**config.mk**
```make
export PLATFORM = sky130hd
export DESIGN_NAME = bcd_conv_scheduler
export DESIGN_NICKNAME = d
export VERILOG_FILES = /design/src/rtl/bcd_conv_scheduler.sv
export SDC_FILE = /design/constraint.sdc
export NUM_CORES = 1
export LEC_CHECK = 0
export BUFFER_PORTS_ARGS = -buffer_cell sky130_fd_sc_hd__buf_2
export CAP_MARGIN = 15
export CORE_ASPECT_RATIO = 1.4
export CORE_MARGIN = 5
export CORE_UTILIZATION = 48
export CTS_CLUSTER_SIZE = 8
export DETAILED_ROUTE_END_ITERATION = 6
export PLACE_DENSITY = 0.72
export REMOVE_ABC_BUFFERS = 1
export SYNTH_ARGS = -nofsm -noshare
export SYNTH_HDL_FRONTEND = slang
export SYNTH_SLANG_ARGS = --single-unit
```
**constraint.sdc**
```tcl
create_clock -name clk -period 3.4 [get_ports clk]
set_input_delay 0.34 -clock clk [delete_from_list [all_inputs] [get_ports clk]]
set_output_delay 0.34 -clock clk [all_outputs]
set_load 0.02 [all_outputs]
```
**src/rtl/bcd_conv_scheduler.sv**
```systemverilog
// Round-robin shared sequential double-dabble binary-to-BCD converter.
// Optional macro BCD_LEAD_ZERO_BLANK_EN replaces leading zero digits with 4'hF.
module bcd_conv_scheduler #(
  parameter int unsigned NUM_REQ    = 2,
  parameter int unsigned BIN_W      = 16,
  parameter int unsigned BCD_DIGITS = 5,
  localparam int unsigned ID_W      = (NUM_REQ > 2) ? $clog2(NUM_REQ) : 1
) (
  input  logic                     clk,
  input  logic                     rst,
  input  logic [NUM_REQ-1:0]       req,
  input  logic [NUM_REQ*BIN_W-1:0] bin_in,
  output logic [NUM_REQ-1:0]       ack,
  output logic                     busy,
  output logic [4*BCD_DIGITS-1:0]  bcd_out,
  output logic [ID_W-1:0]          bcd_id,
  output logic                     bcd_valid
);

  localparam int unsigned BCD_W = 4 * BCD_DIGITS;
  localparam int unsigned SR_W  = BCD_W + BIN_W;
  localparam int unsigned CNT_W = (BIN_W > 2) ? $clog2(BIN_W) : 1;

  typedef enum logic {IDLE, CONV} state_t;

  state_t            state;
  logic [SR_W-1:0]   sr;
  logic [SR_W-1:0]   sr_adj;
  logic [SR_W-1:0]   sr_next;
  logic [CNT_W-1:0]  cnt;
  logic [ID_W-1:0]   ptr;
  logic [ID_W-1:0]   cur_id;
  logic [NUM_REQ-1:0] hi_mask;
  logic [NUM_REQ-1:0] req_hi;
  logic              gnt_vld;
  logic [ID_W-1:0]   gnt_id;
  logic [BCD_W-1:0]  digits_c;
  logic [BCD_W-1:0]  result_c;

  // Round-robin pick: lowest request above the pointer, else lowest overall.
  always_comb begin
    hi_mask = ~((NUM_REQ'(2) << ptr) - NUM_REQ'(1));
    req_hi  = req & hi_mask;
    gnt_vld = |req;
    gnt_id  = '0;
    for (int i = NUM_REQ - 1; i >= 0; i--) begin
      if (req[i]) gnt_id = ID_W'(i);
    end
    if (|req_hi) begin
      for (int i = NUM_REQ - 1; i >= 0; i--) begin
        if (req_hi[i]) gnt_id = ID_W'(i);
      end
    end
  end

  // One double-dabble iteration: add 3 to every digit >= 5, then shift left.
  always_comb begin
    sr_adj = sr;
    for (int k = 0; k < BCD_DIGITS; k++) begin
      if (sr[BIN_W + 4*k +: 4] >= 4'd5)
        sr_adj[BIN_W + 4*k +: 4] = sr[BIN_W + 4*k +: 4] + 4'd3;
    end
    sr_next = {sr_adj[SR_W-2:0], 1'b0};
  end

  assign digits_c = sr_next[SR_W-1 -: BCD_W];

`ifdef BCD_LEAD_ZERO_BLANK_EN
  // Digit 0 always shows, so zero renders as a single 0.
  function automatic logic [BCD_W-1:0] blank_lead(input logic [BCD_W-1:0] d);
    logic lead;
    blank_lead = d;
    lead       = 1'b1;
    for (int k = BCD_DIGITS - 1; k >= 1; k--) begin
      if (lead && (d[4*k +: 4] == 4'd0))
        blank_lead[4*k +: 4] = 4'hF;
      else
        lead = 1'b0;
    end
  endfunction

  assign result_c = blank_lead(digits_c);
`else
  assign result_c = digits_c;
`endif

  always_ff @(posedge clk) begin
    if (rst) begin
      state     <= IDLE;
      ack       <= '0;
      busy      <= 1'b0;
      bcd_out   <= '0;
      bcd_id    <= '0;
      bcd_valid <= 1'b0;
      cnt       <= '0;
      ptr       <= ID_W'(NUM_REQ - 1);
      cur_id    <= '0;
      sr        <= '0;
    end else begin
      ack       <= '0;
      bcd_valid <= 1'b0;
      case (state)
        IDLE: begin
          if (gnt_vld) begin
            ack    <= NUM_REQ'(1) << gnt_id;
            sr     <= {BCD_W'(0), bin_in[gnt_id*BIN_W +: BIN_W]};
            cur_id <= gnt_id;
            ptr    <= gnt_id;
            cnt    <= '0;
            busy   <= 1'b1;
            state  <= CONV;
          end
        end
        CONV: begin
          sr  <= sr_next;
          cnt <= cnt + CNT_W'(1);
          if (cnt == CNT_W'(BIN_W - 1)) begin
            bcd_out   <= result_c;
            bcd_id    <= cur_id;
            bcd_valid <= 1'b1;
            busy      <= 1'b0;
            state     <= IDLE;
          end
        end
        default: state <= IDLE;
      endcase
    end
  end

endmodule

```
* After elaboration in Yosys (flattened, before gate mapping)
Index checks and enable logic that the tools add are counted.
Word-level totals: register bits after elaboration 68, input bits 36, output and inout bits 25, logic and storage cells 60
Cells by class: $add $sub $neg 7, $lt $le $gt $ge 5, equality and inequality tests 3, shift operators 3, multiplexer cells 21, bitwise logic cells 4, reductions and logical operators 7
Operators by type and width (number):
- $pmux 36 s2 | 1
- $mux 36 | 1
- $shiftx 32x6->16 | 1
- $ge 4x3->1 const B | 5
- $mux 4 | 5
- $add 4x2->4 const B | 4
- $mux 1 | 10
- $pmux 4 s2 | 1
- $reduce_and 2->1 | 3
- $reduce_or 2->1 | 3
- $add 4x1->4 const B | 1
- $eq 4x4->1 const B | 1
- $pmux 1 s2 | 2
- $add 3x2->3 const B | 1
- $mux 3 | 1
- $reduce_or 3->1 | 1
- $and 2x2->2 | 1
- $ne 2x1->1 const B | 1
- $ne 2x2->1 const B | 1
- $not 1->1 | 2
- $not 2->2 | 1
- $shl 1x1->2 const A | 1
- $shl 2x1->2 const A | 1
- $sub 2x2->2 const B | 1

* Logic depth before layout (Yosys ltp)
depth in word-level cells 10, depth in mapped cells 7

* Least setup slack after synthesis
OpenSTA, ideal clock, no wires.
path kind reg-to-reg, from reg sr[17], to reg sr[18], arrival 1.281 ns, required time 3.340 ns, slack 2.060 ns, cell stages (with the launch flop) 7, path buffers 0, clock period less this slack 1.340 ns, path through dfxtp_1 inv_1 ha_1 nand2b_1 a21oi_1 mux2i_1 a22o_1
On the way: word-level cells in the longest chain between the ends 3, elaborated cells between the ends (all ways) 4
RTL lines:
- from (decl) | line 27 | logic [SR_W-1:0] sr;
- from (signal assigned) | line 106 | sr <= {BCD_W'(0), bin_in[gnt_id*BIN_W +: BIN_W]};
- from (signal assigned) | line 115 | sr <= sr_next;
- $add 4x2->4 / $ge 4x3->1 (equally long branches) | line 61, 60
- $mux 4 (*) | line 60 | if (sr[BIN_W + 4*k +: 4] >= 4'd5)
- $pmux 36 s2 (*) | line 102 | case (state)
Every way passes the cells marked *; elsewhere a longest branch is shown, timed or not. A chain may end at the register's enable or synchronous reset.

* Worst setup path after layout
from reg state, to reg sr[15]
On the way: word-level cells in the longest chain between the ends 2, elaborated cells between the ends (all ways) 3
RTL lines:
- from (decl) | line 26 | state_t state;
- from (signal assigned) | line 89 | state <= IDLE;
- from (signal assigned) | line 111 | state <= CONV;
- from (signal assigned) | line 122 | state <= IDLE;
- $not 1->1 (no line)
- $pmux 36 s2 / $ne 2x2->1 (equally long branches)
Several ways; a longest one is shown, not always the timed one.

==> flow_summary.yaml <==
synth:
  yosys.area.top_type: "dfxtp_1"
  synth_mux_area_frac: 0.0669
  synth_area_sq_mm: 0.00314
  synth_xor_xnor_area_share: 0.0139
  yosysUniqueCellTypes: 40
  yosys_warnings: 0
  synthSimpleGateAreaFrac: 0.166
  yosys.area.top_type_share: 0.433
  synth-edff-count: 0
  synth_top_family_by_area: "compound AO/OA/AOI/OAI gates"
  syn_inst: 323
  synthAdderAreaFrac: 0.0438
  synthArstFlopShare: 0
  syn_area_per_cell_sq_um: 9.73
  yosys_most_used_dff: "dfxtp_1"
  synthTopCellsByArea: "dfxtp_1 (43%), mux2i_1 (6.7%), a22o_1 (6.1%)"
  seq_area_frac_synth: 0.433
  synth_seq_cells: 68
  synth_compound_area_frac: 0.209
placement:
  dpl_worst_slack_ns: 1.24
  hpwl_mm: 4.54
  port_buffers: 60
  routabilityCongestion: 0.802
clocking:
  post_cts_buffers: 0
  clk_pin_slew_ns: 0.06
  clk_latency_ns: 0.34
  cts_tree: "yes"
  ctsHoldBuffers: 0
  cts.sinks: 68
  ctsResizeCount: 0
  htreeDepth: 3
  cts_root_buf: "clkbuf_8"
  clock_path_buffers: 2
  numCtsBuffers: 9
critical_path:
  cp.arrival_ns: 2.12
  crit_buf_inv: 1
  max_stage_delay_ns: 0.76
  crit_family: "flip-flops"
  worstPathCellList: "buf_4, nor2_1, nand2_1, o22ai_1"
  cp_data_required_time_ns: 3.60
  crit_path_end_kind: "flop"
  critical_path_class: "flop to flop"
  slowest_stage: "dfxtp_2"
  cp_max_fo: 34
  cp-start-kind: "flop"
layout:
  drive_above_1_share: 0.242
  antennaDiodeCount: 0
  final_nets: 423
  fillerInstances: 614
  syn_to_final_growth_pct: 13.3
timing:
  fin_ws_ns: 1.48
  rsz0062_at_grt: "false"
  min_period_ns: 1.92
  fin_worst_skew_ns: 0.00425
  finalCritPeriodShare: 0.565
  slew_headroom: 0.236
  fmax_ghz: 0.520
  finalSetupTns_ns: 0
  hold_viol: 0
  final_max_slew_viol_count: 0
  tightest_slew_ns: 1.14
  setup_viol: 0
global_routing:
  grt-ovfl-total: 0
  grt_max_degree: 35
  grt_pass1_wl_mm: 10.6
  antenna_found_initial: 0
  grt_usage: 0.158
  grt_pass1_vias: 2437
route:
  dr.first_iter.drc_count: 79
  totalWireLength_mm: 6.07
  final_antenna_net_count: 0
  avgRoutedWirePerCell_microns: 13.4
  vias: 2509
  avgViaCountPerCell: 5.53
  drc_errors: 0
  first_pass_iters: 4
power:
  vdd_drop_max_uv: 260
  power.density_mw_per_mm2: 432
  cellLeakagePower_nw: 1.43
floorplan:
  die_h_microns: 106
  die_area_sq_mm: 0.00829
  io_pins: 61
  start_util: 0.485
  dieWidth_microns: 78.4
  core-area_sq_mm: 0.00648
  placementRows: 35
run:
  maxCapViolations: 0
run_status:
  outcome: "finished, final reports clean"
worst_hold_path:
  worst_hold_path_type: "input pin to flop"
-- logic make-up (layout without fill, tap and decap cells) --
group,Yosys count,count (layout)
and+or+nand+nor,81,81
adders and majority gates,11,11
muxes,21,21
AOI/OAI and AO/OA,104,104
DFF,68,68
xor gates and xnor gates,5,5
buffers and inverters,33,90
-- final cells by class --
class | count | area (sq um) | area share
clock inverter | 2 | 10.0 | 0.00281
timing repair buffer | 62 | 315 | 0.0885
multi-input combinational | 222 | 1570 | 0.441
sequential | 68 | 1360 | 0.383
tap | 74 | 92.6 | 0.0260
clock buffer | 13 | 159 | 0.0446
inverter | 13 | 50.0 | 0.0141
-- layout by cell type, fill, tap and decap left out, drive strengths merged, types with 13 or more instances in the layout --
cell / count
clkbuf: 13
buf: 62
a21oi: 35
a22o: 22
dfxtp: 68
nor3b: 24
o21ai: 24
nand2: 18
o22ai: 15
mux2i: 21
-- path summary, 6_finish.rpt --
check / from / endpoint / slack [ns] / cells after the start
worst max-delay path: state$_SDFF_PP0_ / sr[15]$_SDFFE_PP0P_ / 1.48 / 4
worst min-delay path: bin_in[15] / sr[15]$_SDFFE_PP0P_ / 0.27 / 3
worst max register to register: state$_SDFF_PP0_ / sr[15]$_SDFFE_PP0P_ / 1.48 / 4
worst min register to register: bcd_out[11]$_SDFFE_PP0P_ / bcd_out[11]$_SDFFE_PP0P_ / 0.45 / 2
-- registers in the layout (all words and copies together), names as in the netlist --
name       flops
sr            36
bcd_out       20
cnt            4
ack            2
bcd_id         1
bcd_valid      1
busy           1
cur_id         1
ptr            1
state          1
-- cell usage after synthesis, types with 3 or more instances --
cell type / n
nand3_1: 6
o21ai_1: 3
nor3_1: 6
a22o_1: 22
buf_6: 5
nor3b_2: 10
buf_4: 6
xnor2_1: 5
nand2_1: 18
dfxtp_1: 68
o21ai_0: 21
nor2_1: 8
mux2i_1: 21
ha_1: 11
inv_1: 11
buf_2: 6
nor2b_1: 3
a21oi_1: 35
a22oi_1: 3
nand2b_1: 7
nor3b_1: 14
o22ai_1: 14
-- metal layers --
layer  track usage  vias to the layer above  wire (microns)
met5             0                        -               0
met4        0.0875                        0             165
met3        0.0265                       13             293
met2         0.271                       65            2990
met1         0.183                     1153            2630
li1              -                     1278               -
-- worst min-delay path, delay by kind of cell --
kind	cells	cell delay, ns
mux	1	0.06
compound gates	1	0.09
buf+inv	1	0.08
-- per-stage QoR --
| stage | utilization | area [sq um] | instances | power, mW | hold slack (ns) |
|---|---|---|---|---|---|
| final | 0.549 | 3560 | 454 | 1.54 | 0.268 |
| after global routing | 0.549 | 3560 | 454 | 1.60 | 0.287 |
| after CTS | 0.549 | 3560 | 454 | 1.56 | 0.259 |
| after detailed placement | 0.523 | 3390 | 439 | 0.978 | 0.439 |
| after global placement | 0.523 | 3390 | 439 | 0.976 | 0.433 |
| after floorplan | - | 2980 | 303 | 0.928 | 0.409 |
-- where the power goes --
group / internal, mW / switching, mW / leakage, nW
clock network: 0.299 / 0.280 / 0.0893
logic: 0.0555 / 0.0648 / 0.788
registers: 0.819 / 0.0197 / 0.552
(Power assumes the default switching activity.)
